File: src/rtl/dht11_pkg.sv
// Shared types and helpers for the DHT11 read scheduler.
// The DHT11_AUTO_PERIOD_EN option lives in the top-level file.
package dht11_pkg;

    typedef enum logic [2:0] {
        ST_IDLE,
        ST_GAP,
        ST_START,
        ST_WAIT,
        ST_CHECK,
        ST_PUBLISH,
        ST_FAIL_ATTEMPT
    } state_t;

    localparam int RH_INT_LSB = 32;
    localparam int RH_DEC_LSB = 24;
    localparam int T_INT_LSB  = 16;
    localparam int T_DEC_LSB  = 8;
    localparam int CSUM_LSB   = 0;

    // Bits needed to hold values 0..max_val; never narrower than one bit.
    function automatic int cnt_width(input int max_val);
        return (max_val < 1) ? 1 : $clog2(max_val + 1);
    endfunction

    // The sum is kept 10 bits wide, but only its low byte is compared with the checksum.
    function automatic logic checksum_ok(input logic [39:0] frame);
        logic [9:0] sum;
        sum = {2'b00, frame[RH_INT_LSB +: 8]} + {2'b00, frame[RH_DEC_LSB +: 8]}
            + {2'b00, frame[T_INT_LSB +: 8]}  + {2'b00, frame[T_DEC_LSB +: 8]};
        return sum[7:0] == frame[CSUM_LSB +: 8];
    endfunction

endpackage

File: src/rtl/dht11_read_scheduler_ms_tick.sv
// Free-running millisecond strobe: one-cycle pulse every CLK_HZ/1000 clocks.
module dht11_ms_tick
    import dht11_pkg::*;
#(
    parameter int CLK_HZ = 100000
) (
    input  logic clk,
    input  logic rst,
    output logic tick
);

    localparam int DIV = CLK_HZ / 1000;
    localparam int CW  = cnt_width(DIV - 1);

    logic [CW-1:0] cnt;

    always_ff @(posedge clk or posedge rst) begin
        if (rst)
            cnt <= '0;
        else if (cnt == CW'(DIV - 1))
            cnt <= '0;
        else
            cnt <= cnt + CW'(1);
    end

    assign tick = (cnt == CW'(DIV - 1));

endmodule

File: src/rtl/dht11_read_scheduler.sv
// DHT11 read scheduler: gap/timeout sequencing, checksum validation and retries.
// Define DHT11_AUTO_PERIOD_EN to add periodic self-triggered reads.
module dht11_read_scheduler
    import dht11_pkg::*;
#(
    parameter int CLK_HZ     = 100000,
    parameter int MIN_GAP_MS = 1000,
    parameter int TIMEOUT_MS = 50,
    parameter int MAX_RETRY  = 3,
    parameter int PERIOD_MS  = 2000
) (
    input  logic        clk,
    input  logic        rst,
    input  logic        enable,
    input  logic        req,
    output logic        busy,
    output logic        rd_start,
    input  logic        rd_done,
    input  logic [39:0] rd_data,
    output logic [15:0] humidity,
    output logic [15:0] temperature,
    output logic        sample_valid,
    output logic        err_checksum,
    output logic        err_timeout,
    output logic [2:0]  retry_cnt
);

    localparam int         GW        = cnt_width(MIN_GAP_MS);
    localparam int         TW        = cnt_width(TIMEOUT_MS);
    localparam logic [2:0] RETRY_MAX = 3'(MAX_RETRY);

    state_t        state, next_state;
    logic          tick;
    logic [GW-1:0] gap_cnt;
    logic [TW-1:0] tmo_cnt;
    logic          pending;
    logic          auto_fire;
    logic [2:0]    attempt;
    logic          fail_timeout;
    logic [39:0]   frame;
    logic          tmo_expire;
    logic          frame_ok;
    logic          retry_left;

    dht11_ms_tick #(.CLK_HZ(CLK_HZ)) u_ms_tick (
        .clk  (clk),
        .rst  (rst),
        .tick (tick)
    );

    // Expiry is the tick that would take the counter to zero, so rd_done in that cycle still wins.
    assign tmo_expire = (tmo_cnt == '0) || (tick && (tmo_cnt == TW'(1)));
    assign frame_ok   = checksum_ok(frame);
    assign retry_left = (attempt < RETRY_MAX);

    always_ff @(posedge clk or posedge rst) begin
        if (rst)
            state <= ST_IDLE;
        else
            state <= next_state;
    end

    always_comb begin
        next_state   = state;
        busy         = (state != ST_IDLE);
        rd_start     = 1'b0;
        sample_valid = 1'b0;
        case (state)
            ST_IDLE:         if (pending) next_state = ST_GAP;
            ST_GAP:          if (gap_cnt == '0) next_state = ST_START;
            ST_START: begin
                rd_start   = 1'b1;
                next_state = ST_WAIT;
            end
            ST_WAIT: begin
                if (rd_done)
                    next_state = ST_CHECK;
                else if (tmo_expire)
                    next_state = ST_FAIL_ATTEMPT;
            end
            ST_CHECK:        next_state = frame_ok ? ST_PUBLISH : ST_FAIL_ATTEMPT;
            ST_PUBLISH: begin
                sample_valid = 1'b1;
                next_state   = ST_IDLE;
            end
            ST_FAIL_ATTEMPT: next_state = retry_left ? ST_GAP : ST_IDLE;
            default:         next_state = ST_IDLE;
        endcase
    end

    // The gap counter starts loaded so the sensor gets its power-up hold-off.
    always_ff @(posedge clk or posedge rst) begin
        if (rst) begin
            gap_cnt <= GW'(MIN_GAP_MS);
            tmo_cnt <= '0;
        end else begin
            if (state == ST_START)
                gap_cnt <= GW'(MIN_GAP_MS);
            else if (tick && (gap_cnt != '0))
                gap_cnt <= gap_cnt - GW'(1);

            if (state == ST_START)
                tmo_cnt <= TW'(TIMEOUT_MS);
            else if ((state == ST_WAIT) && tick && (tmo_cnt != '0))
                tmo_cnt <= tmo_cnt - TW'(1);
        end
    end

    // Only the first attempt consumes pending, so requests made during a retry are kept.
    always_ff @(posedge clk or posedge rst) begin
        if (rst)
            pending <= 1'b0;
        else if ((req && enable) || auto_fire)
            pending <= 1'b1;
        else if ((state == ST_GAP) && (next_state == ST_START) && (attempt == 3'd0))
            pending <= 1'b0;
    end

    always_ff @(posedge clk or posedge rst) begin
        if (rst) begin
            attempt      <= '0;
            fail_timeout <= 1'b0;
            frame        <= '0;
        end else begin
            if (state == ST_IDLE)
                attempt <= '0;
            else if ((state == ST_FAIL_ATTEMPT) && retry_left)
                attempt <= attempt + 3'd1;

            if ((state == ST_WAIT) && rd_done)
                frame <= rd_data;

            if ((state == ST_WAIT) && (next_state == ST_FAIL_ATTEMPT))
                fail_timeout <= 1'b1;
            else if ((state == ST_CHECK) && !frame_ok)
                fail_timeout <= 1'b0;
        end
    end

    // Results are loaded on entry to PUBLISH so they are already valid alongside sample_valid.
    always_ff @(posedge clk or posedge rst) begin
        if (rst) begin
            humidity     <= '0;
            temperature  <= '0;
            err_checksum <= 1'b0;
            err_timeout  <= 1'b0;
            retry_cnt    <= '0;
        end else if ((state == ST_CHECK) && frame_ok) begin
            humidity     <= frame[RH_DEC_LSB +: 16];
            temperature  <= frame[T_DEC_LSB +: 16];
            err_checksum <= 1'b0;
            err_timeout  <= 1'b0;
            retry_cnt    <= attempt;
        end else if ((state == ST_FAIL_ATTEMPT) && !retry_left) begin
            err_checksum <= !fail_timeout;
            err_timeout  <= fail_timeout;
            retry_cnt    <= RETRY_MAX;
        end
    end

`ifdef DHT11_AUTO_PERIOD_EN
    localparam int EFF_PERIOD = (PERIOD_MS > MIN_GAP_MS) ? PERIOD_MS : MIN_GAP_MS;
    localparam int PW         = cnt_width(EFF_PERIOD);

    logic [PW-1:0] period_cnt;

    always_ff @(posedge clk or posedge rst) begin
        if (rst)
            period_cnt <= PW'(EFF_PERIOD);
        else if (tick) begin
            if (period_cnt <= PW'(1))
                period_cnt <= PW'(EFF_PERIOD);
            else
                period_cnt <= period_cnt - PW'(1);
        end
    end

    assign auto_fire = enable && tick && (period_cnt <= PW'(1));
`else
    assign auto_fire = 1'b0;
`endif

endmodule
File: config.mk
export PLATFORM = sky130hd
export DESIGN_NAME = dht11_read_scheduler
export DESIGN_NICKNAME = d
export VERILOG_FILES = /design/src/rtl/dht11_pkg.sv /design/src/rtl/dht11_read_scheduler_ms_tick.sv /design/src/rtl/dht11_read_scheduler.sv
export SDC_FILE = /design/constraint.sdc
export NUM_CORES = 1
export LEC_CHECK = 0
export ABC_AREA = 0
export BUFFER_PORTS_ARGS = -buffer_cell sky130_fd_sc_hd__buf_2
export CAP_MARGIN = 20
export CORE_AREA = 2 2 126 103
export CTS_BUF_LIST = sky130_fd_sc_hd__clkbuf_8
export DETAILED_ROUTE_END_ITERATION = 12
export DIE_AREA = 0 0 128 105
export PLACE_DENSITY_LB_ADDON = 0.3
export SKIP_LAST_GASP = 1
export SLEW_MARGIN = 25
export SYNTH_ARGS = -nofsm -noshare
export SYNTH_HDL_FRONTEND = slang
export SYNTH_HIERARCHICAL = 1
export SYNTH_SLANG_ARGS = --single-unit
File: constraint.sdc
create_clock -name clk -period 5.34 [get_ports clk]
set_input_delay 1.068 -clock clk [delete_from_list [all_inputs] [get_ports clk]]
set_output_delay 1.068 -clock clk [all_outputs]
set_load 0.1 [all_outputs]
==> impl_summary.log, run 1 <==
INFO  metric clock_insertion_delay_worst_skew = 0.36 ns
INFO  metric crit_path_frequent_cell = sky130_fd_sc_hd__fa_1
INFO  metric rows = 36
INFO  metric synth_edf_count = 0
INFO  metric maxCapViolations = 0
INFO  metric cp_max_stage_delay = 0.55 ns
INFO  metric grt.total_usage = 0.155
INFO  metric p_leak = 3.02 nW
INFO  metric floorplan.die.width = 128 um
INFO  metric avgViaCountPerCell = 5.04
INFO  metric tritoncts = done
INFO  metric wire_length_of_the_first_global_routing_pass = 16.7 mm
INFO  metric synth-seq-cells = 108
INFO  metric sequentialPowerShare = 0.352
INFO  metric crit_fanout = 38
INFO  metric critical_path.cell_chain = fa_1 > inv_1 > fa_1 > inv_1 > ha_1 > fa_1 > xnor3_1 > o31ai_1 > nor3_1 > o2111ai_2 > nor3_4 > buf_4 > mux2_2
INFO  metric full_die_area = 13,400 um^2
INFO  metric rr_startpoint = frame[9]
INFO  metric clock-root-buffer = sky130_fd_sc_hd__clkbuf_8
INFO  metric cts_resized = 0
INFO  metric power.combinational.fraction = 0.475
INFO  metric compound_cell_area_share_of_the_yosys_netlist = 0.0494
INFO  metric critical_path.startpoint_type = flop
INFO  metric post-route-period-util = 0.793
INFO  metric crit_path_max_delay_family = adder cells
INFO  metric grt_start_max_net_pins = 77
INFO  metric h-tree-depth = 3
INFO  metric min_from = u_ms_tick/cnt[0]
INFO  metric cell_internal_pwr = 2.10 mW
INFO  metric final-hold-violation-count = 0
INFO  metric dpl.hpwl = 7.11 mm
INFO  metric synth.largest_area_cell = sky130_fd_sc_hd__dfrtp_1
INFO  metric antenna_cells_inserted = 0
INFO  metric ys_async_sr_fraction = 1.00
INFO  metric final_layout_size_suffix_gt1_frac = 0.383
INFO  metric synth.avg_cell_area = 13.1 um^2
INFO  metric initialDrtViolationCount = 155
INFO  metric yosysUniqueCellTypes = 50
INFO  metric cts_made_buffers = 9
INFO  metric yosysSeqAreaShare = 0.515
INFO  metric routed_wl = 9.82 mm
INFO  metric gp_congestion = 0.749
INFO  metric worst_hold_endpoint = u_ms_tick/cnt[0]
INFO  metric timing.hold.worst.class = reg2reg
INFO  metric clock_tree.buffer_depth = 2
INFO  metric post_synth_inst_count = 403
INFO  metric vias = 3,253
INFO  metric yosysWarnings = 6
INFO  metric cellPowerDensity = 557 nW/um^2
INFO  metric starting_density_of_the_core = 0.436
INFO  metric die_height = 105 um
INFO  metric post_synthesis_instance_area = 5270 um^2
INFO  metric grt_antenna_before_repair = 0
INFO  metric critPathKind = reg2reg
INFO  metric critPathBufInv = 3
INFO  metric final.setup_skew = 0.00898 ns
INFO  metric timing.hold.ws = 0.491 ns
INFO  metric drc_errors = 0
INFO  metric post_synth_mux_area_share = 0.180
INFO  metric clkPwrFrac = 0.173
INFO  metric clock_sink_count = 108
INFO  metric ios = 85
INFO  metric worst_hold_depth = 1
INFO  metric status = finished clean
INFO  metric nNetsFinal = 560
INFO  metric worst_slew_margin_rel = 0.540
INFO  metric most_common_cell_after_layout_fill_and_taps_aside = sky130_fd_sc_hd__dfrtp_1
INFO  metric timing.critical_path.arrival = 4.48 ns
INFO  metric finalSetupViolations = 0
INFO  metric drtAntennaViolNets = 0
INFO  metric timing.rr.end = temperature[15]
INFO  metric io_buffer_count = 84
INFO  metric area_delta_synth_final = 15.1%
INFO  metric drt_first_pass_iters = 4
INFO  metric synthTopCellsByArea = sky130_fd_sc_hd__dfrtp_1 (48%), sky130_fd_sc_hd__mux2_2 (11%), sky130_fd_sc_hd__mux2_4 (5.7%)
INFO  metric crit_path_top_delay_cell = sky130_fd_sc_hd__fa_1
INFO  metric worst-r2r-setup-slack = 1.11 ns
INFO  metric postCtsSetupBuffers = 0
INFO  metric post-layout-total-power = 3.37 mW
INFO  metric fin_area = 6060 um^2
INFO  metric cts.clk_slew.worst_paths = 0.10 ns
INFO  metric synth-xor-area-share = 0.0461
INFO  metric layout.cells.most_common_list = sky130_fd_sc_hd__dfrtp_1 (102), sky130_fd_sc_hd__buf_2 (84), sky130_fd_sc_hd__mux2_2 (53)
INFO  metric synth-simple-area-share = 0.0910
INFO  metric p_switching = 1.27 mW
INFO  metric cts_hold_repair.buffers = 0
INFO  metric synth_top_family_by_area = multiplexers
INFO  metric core_area = 12,100 um^2
INFO  metric first_global_vias = 3,372
INFO  metric post-route-min-period = 4.23 ns
INFO  metric synth-adder-area-share = 0.0841
INFO  metric final_max_slew_viol_count = 0
INFO  metric final.setup.tns = 0 ns
INFO  metric timing.fmax = 236 MHz
INFO  metric required_time_at_the_endpoint_of_the_critical_path = 5.59 ns
INFO  metric postSynth.topFlopCell = sky130_fd_sc_hd__dfrtp_1
INFO  metric synthesis.nets = 475
INFO  metric post-synth-top-area-fraction = 0.485
INFO  metric worst_vdd_drop = 0.377 mV
INFO  metric wl_per_cell = 15.2 um
INFO  metric switching_share = 0.377
INFO  metric dpl_cell_area = 5810 um^2
INFO  metric worst-slew-pin-transition = 0.689 ns
INFO  metric grt_overflow_total = 0
INFO  metric critical_path.endpoint_type = flop
INFO  metric rsz0062_at_grt = false
INFO  metric worstRegToRegCells = 13
INFO  metric cp_num_cells = 13
[Yosys cell counts (2+ instances only)]
library cell,instances
sky130_fd_sc_hd__nor2_1,26
sky130_fd_sc_hd__dfrtp_1,102
sky130_fd_sc_hd__fa_1,14
sky130_fd_sc_hd__xor2_1,8
sky130_fd_sc_hd__nand4bb_1,2
sky130_fd_sc_hd__inv_1,24
sky130_fd_sc_hd__dfstp_2,6
sky130_fd_sc_hd__nand2_1,18
sky130_fd_sc_hd__nor2b_1,4
sky130_fd_sc_hd__or3_1,6
sky130_fd_sc_hd__xnor2_1,12
sky130_fd_sc_hd__a211oi_1,2
sky130_fd_sc_hd__nor4_1,3
sky130_fd_sc_hd__ha_1,13
sky130_fd_sc_hd__mux2_2,53
sky130_fd_sc_hd__buf_12,2
sky130_fd_sc_hd__a21oi_1,16
sky130_fd_sc_hd__mux2_4,20
sky130_fd_sc_hd__and3_1,5
sky130_fd_sc_hd__nor3_1,5
sky130_fd_sc_hd__nand4_1,3
sky130_fd_sc_hd__nand2b_1,3
sky130_fd_sc_hd__mux2i_1,5
sky130_fd_sc_hd__xnor3_1,3
sky130_fd_sc_hd__o21ai_0,10
sky130_fd_sc_hd__nand3_1,6
sky130_fd_sc_hd__o211ai_1,2
sky130_fd_sc_hd__clkbuf_1,8
[power groups by stage]
stage | Combinational (mW) | Sequential, mW | Clock, mW
after detailed placement | 1.63 | 1.21 | 0
after global routing | 1.84 | 1.22 | 0.633
after global placement | 1.59 | 1.19 | 0
after floorplan | 1.30 | 1.17 | 0
final | 1.60 | 1.19 | 0.583
after CTS | 1.64 | 1.19 | 0.600
[through the flow]
stage | instances | utilization | setup slack (ns)
global route | 645 | 0.502 | 0.852
CTS | 645 | 0.501 | 1.08
floorplan | 403 | - | 1.63
detailed placement | 629 | 0.482 | 1.10
finish | 645 | 0.502 | 1.11
global placement | 629 | 0.482 | 1.26
[sequential cells by signal, summed over array words and instances, names as in the netlist]
name / cells
frame: 40
u_ms_tick/cnt: 7
retry_cnt: 3
gap_cnt: 10
err_timeout: 1
fail_timeout: 1
temperature: 16
attempt: 3
humidity: 16
tmo_cnt: 6
state: 3
pending: 1
err_checksum: 1
[worst max-delay path by stage]
stage               slack, ns     start              end
floorplan                1.63       rst       attempt[0]
global placement         1.26  frame[9]  temperature[15]
detailed placement       1.10  frame[9]   temperature[1]
CTS                      1.08  frame[9]   temperature[1]
global route             0.85  frame[9]  temperature[15]
finish                   1.11  frame[9]  temperature[15]
[worst register-to-register path, cell delays in order (launching register included)]
cell	delay, ns
sky130_fd_sc_hd__dfrtp_1	0.42
sky130_fd_sc_hd__fa_1	0.55
sky130_fd_sc_hd__inv_1	0.06
sky130_fd_sc_hd__fa_1	0.50
sky130_fd_sc_hd__inv_1	0.05
sky130_fd_sc_hd__ha_1	0.22
sky130_fd_sc_hd__fa_1	0.39
sky130_fd_sc_hd__xnor3_1	0.37
sky130_fd_sc_hd__o31ai_1	0.06
sky130_fd_sc_hd__nor3_1	0.20
sky130_fd_sc_hd__o2111ai_2	0.18
sky130_fd_sc_hd__nor3_4	0.14
sky130_fd_sc_hd__buf_4	0.52
sky130_fd_sc_hd__mux2_2	0.46
[cell families (layout without fill, tap and decap cells)]
kind of cell,Yosys count,after routing
buffers and inverters,37,127
DFF,108,108
muxes,78,78
and+or+nand+nor,89,89
AOI/OAI and AO/OA,41,41
adders and majority gates,27,27
xor gates and xnor gates,23,23
[metal layers]
| metal | vias to the layer above | wire length (um) | track usage |
|---|---|---|---|
| met1 | 1623 | 4710 | 0.216 |
| met3 | 11 | 361 | 0.0384 |
| met4 | 0 | 117 | 0.0424 |
| met2 | 64 | 4630 | 0.243 |
| met5 | - | 0 | 0 |
| li1 | 1555 | - | - |
[layout make-up]
cell class                      count  area, um^2
Sequential cell                   108        2710
Multi-Input combinational cell    258        2390
Fill cell                        1066        6010
Timing Repair Buffer               86         435
Clock inverter                      7         115
Inverter                           25        98.8
Tap cell                          152         190
Clock buffer                        9         124
No activity file was read; power rests on OpenSTA's default activity.
==> run 2, diff against run 1 <==
==> constraint.sdc (replaced) <==
create_clock -name clk -period 4 [get_ports clk]
set_input_delay 0.8 -clock clk [delete_from_list [all_inputs] [get_ports clk]]
set_output_delay 0.8 -clock clk [all_outputs]
set_load 0.1 [all_outputs]
==> run 2 against run 1 <==
Sequential share of layout area fell by 0.41 points. Core utilization is 0.47 points higher. Final cell count up 1.2%. First-iteration DRC count rose by 25%. Count of clock-buffer cells in the layout up 1. Worst setup slack worse by 1.0 ns. Critical path depth stayed put. Hold slack worse by 0.11 ns. Clock skew decreased by 0.00061 ns. Largest cell class unchanged. Largest power group unchanged.
==> impl_summary.log, run 2 (synthesis gave the netlist of run 1 again) <==
INFO  metric status = finished clean (unchanged)
INFO  metric worst-slew-pin-transition = 0.995 ns (was 0.689 ns)
INFO  metric grt_start_max_net_pins = 85 (was 77)
INFO  metric gp_congestion = 0.744 (was 0.749)
INFO  metric post-route-period-util = 0.972 (was 0.793)
INFO  metric post-route-min-period = 3.89 ns (was 4.23 ns)
INFO  metric drtAntennaViolNets = 0 (unchanged)
INFO  metric wire_length_of_the_first_global_routing_pass = 16.7 mm (about the same)
INFO  metric critical_path.startpoint_type = flop (unchanged)
INFO  metric critical_path.cell_chain = fa_1 > inv_1 > fa_1 > inv_1 > ha_2 > fa_2 > xor2_1 > nor3_1 > o2111ai_2 > nor3_4 > buf_6 > buf_6 > mux2_4 (was fa_1 > inv_1 > fa_1 > inv_1 > ha_1 > fa_1 > xnor3_1 > o31ai_1 > nor3_1 > o2111ai_2 > nor3_4 > buf_4 > mux2_2)
INFO  metric crit_path_top_delay_cell = sky130_fd_sc_hd__fa_1 (unchanged)
INFO  metric area_delta_synth_final = 16.2% (was 15.1%)
INFO  metric nNetsFinal = 568 (was 560)
INFO  metric drc_errors = 0 (unchanged)
INFO  metric post-route-util = 0.507 (was 0.502)
INFO  metric wl_per_cell = 15.7 um (was 15.2 um)
INFO  metric timing.hold.ws = 0.377 ns (was 0.491 ns)
INFO  metric layout.cells.most_common_list = sky130_fd_sc_hd__dfrtp_1 (102), sky130_fd_sc_hd__buf_2 (84), sky130_fd_sc_hd__mux2_2 (53) (unchanged)
INFO  metric worst_vdd_drop = 0.603 mV (was 0.377 mV)
INFO  metric crit_fanout = 6 (was 38)
INFO  metric avgViaCountPerCell = 5.06 (was 5.04)
INFO  metric finalSetupViolations = 0 (unchanged)
INFO  metric cts.clk_slew.worst_paths = 0.10 ns (about the same)
INFO  metric clock_insertion_delay_worst_skew = 0.38 ns (was 0.36 ns)
INFO  metric final_layout_size_suffix_gt1_frac = 0.399 (was 0.383)
INFO  metric critPathKind = reg2reg (unchanged)
INFO  metric final_max_slew_viol_count = 0 (unchanged)
INFO  metric core_area = 12,100 um^2 (unchanged)
INFO  metric final.setup.tns = 0 ns (unchanged)
INFO  metric tritoncts = done (unchanged)
INFO  metric grt.total_usage = 0.159 (was 0.155)
INFO  metric floorplan.die.width = 128 um (unchanged)
INFO  metric die_height = 105 um (unchanged)
INFO  metric drt_first_pass_iters = 4 (unchanged)
INFO  metric finalNonFillerCells = 653 (was 645)
INFO  metric final.setup_skew = 0.00837 ns (was 0.00898 ns)
INFO  metric timing.hold.worst.class = in2async (was reg2reg)
INFO  metric clock-root-buffer = sky130_fd_sc_hd__clkbuf_8 (unchanged)
INFO  metric h-tree-depth = 3 (unchanged)
INFO  metric required_time_at_the_endpoint_of_the_critical_path = 4.27 ns (was 5.59 ns)
INFO  metric cts_made_buffers = 9 (unchanged)
INFO  metric timing.fmax = 257 MHz (was 236 MHz)
INFO  metric dpl.hpwl = 7.18 mm (was 7.11 mm)
INFO  metric maxCapViolations = 0 (unchanged)
INFO  metric initialDrtViolationCount = 194 (was 155)
INFO  metric biggestRegsByFlops = frame: 40 flops, humidity: 16 flops, temperature: 16 flops (unchanged)
INFO  metric antenna_cells_inserted = 0 (unchanged)
INFO  metric timing.critical_path.arrival = 4.16 ns (was 4.48 ns)
INFO  metric starting_density_of_the_core = 0.436 (unchanged)
INFO  metric grt_antenna_before_repair = 0 (unchanged)
INFO  metric routed_wl = 10.2 mm (was 9.82 mm)
INFO  metric most_common_cell_after_layout_fill_and_taps_aside = sky130_fd_sc_hd__dfrtp_1 (unchanged)
INFO  metric cts_hold_repair.buffers = 0 (unchanged)
INFO  metric placedCellCount = 630 (was 629)
INFO  metric cellPowerDensity = 723 nW/um^2 (was 557 nW/um^2)
INFO  metric vias = 3,301 (was 3,253)
INFO  metric critical_path.endpoint_type = flop (unchanged)
INFO  metric p_leak = 3.03 nW (was 3.02 nW)
INFO  metric cp_max_stage_delay = 0.55 ns (about the same)
INFO  metric flip_flop_count_of_the_largest_register_after_layout = 40 (unchanged)
INFO  metric final-hold-violation-count = 0 (unchanged)
INFO  metric clock_tree.buffer_depth = 2 (unchanged)
INFO  metric ios = 85 (unchanged)
INFO  metric clock_sink_count = 108 (unchanged)
INFO  metric grt_overflow_total = 0 (unchanged)
INFO  metric first_global_vias = 3,374 (was 3,372)
INFO  metric max_flop_register = frame (unchanged)
INFO  metric full_die_area = 13,400 um^2 (unchanged)
INFO  metric worst_slew_margin_rel = 0.334 (was 0.540)
INFO  metric io_buffer_count = 84 (unchanged)
INFO  metric rows = 36 (unchanged)
## run 2: final timing paths
| kind | start | endpoint | slack (ns) | cells after the start |
|---|---|---|---|---|
| worst max register to register | frame[25] | humidity[7] | 0.11 | 13 |
| worst min register to register | u_ms_tick/cnt[0] | u_ms_tick/cnt[0] | 0.49 | 1 |
| min in group clk | u_ms_tick/cnt[0] | u_ms_tick/cnt[0] | 0.49 | 1 |
| max in group asynchronous | rst | gap_cnt[3] | 2.62 | 3 |
| worst min-delay path | rst | u_ms_tick/cnt[5] | 0.38 | 2 |
| worst max-delay path | frame[25] | humidity[7] | 0.11 | 13 |
## run 2: critical path, delay by kind of cell, from the launching register on
| kind | cells | cell delay, ns |
|---|---|---|
| AO/OA/AOI/OAI | 1 | 0.21 |
| XOR/XNOR | 1 | 0.06 |
| adder cells (fa/ha/maj) | 4 | 1.76 |
| buffers and inverters | 4 | 0.43 |
| flip-flops | 1 | 0.43 |
| multiplexers | 1 | 0.31 |
| AND/OR/NAND/NOR | 2 | 0.58 |
## run 2: through the flow
stage	instance area, um^2	power (mW)	setup WS (ns)
2_1_floorplan	5270	3.30	0.307
3_3_place_gp	5830	3.71	0.181
3_5_place_dp	5830	3.77	0.0575
4_1_cts	6010	4.40	0.0616
5_1_grt	6120	4.83	-0.0101
6_report	6120	4.42	0.110
## run 2: per-layer routing
| metal | vias up | routed length [um] | track usage |
|---|---|---|---|
| li1 | 1573 | - | - |
| met1 | 1654 | 4800 | 0.219 |
| met2 | 64 | 4750 | 0.243 |
| met3 | 10 | 527 | 0.0471 |
| met4 | 0 | 137 | 0.0471 |
| met5 | - | 0 | 0 |
## run 2: cell type report
| type | count | area (um^2) |
|---|---|---|
| Fill cell | 1072 | 5960 |
| Sequential cell | 108 | 2710 |
| Multi-Input combinational cell | 258 | 2390 |
| Timing Repair Buffer | 94 | 549 |
| Tap cell | 152 | 190 |
| Clock buffer | 10 | 138 |
| Inverter | 25 | 98.8 |
| Clock inverter | 6 | 38.8 |
## run 2: timing repair
| action | CTS | global route |
|---|---|---|
| endpoints found under the setup margin | 0 | 33 |
| buffers inserted | 0 | 5 |
| resized for setup | 0 | 6 |
## run 2: where the power goes
group          total (mW)  internal (mW)  switching [mW]
Combinational        2.23           1.08            1.14
Sequential           1.59           1.36           0.226
Clock               0.606          0.242           0.364
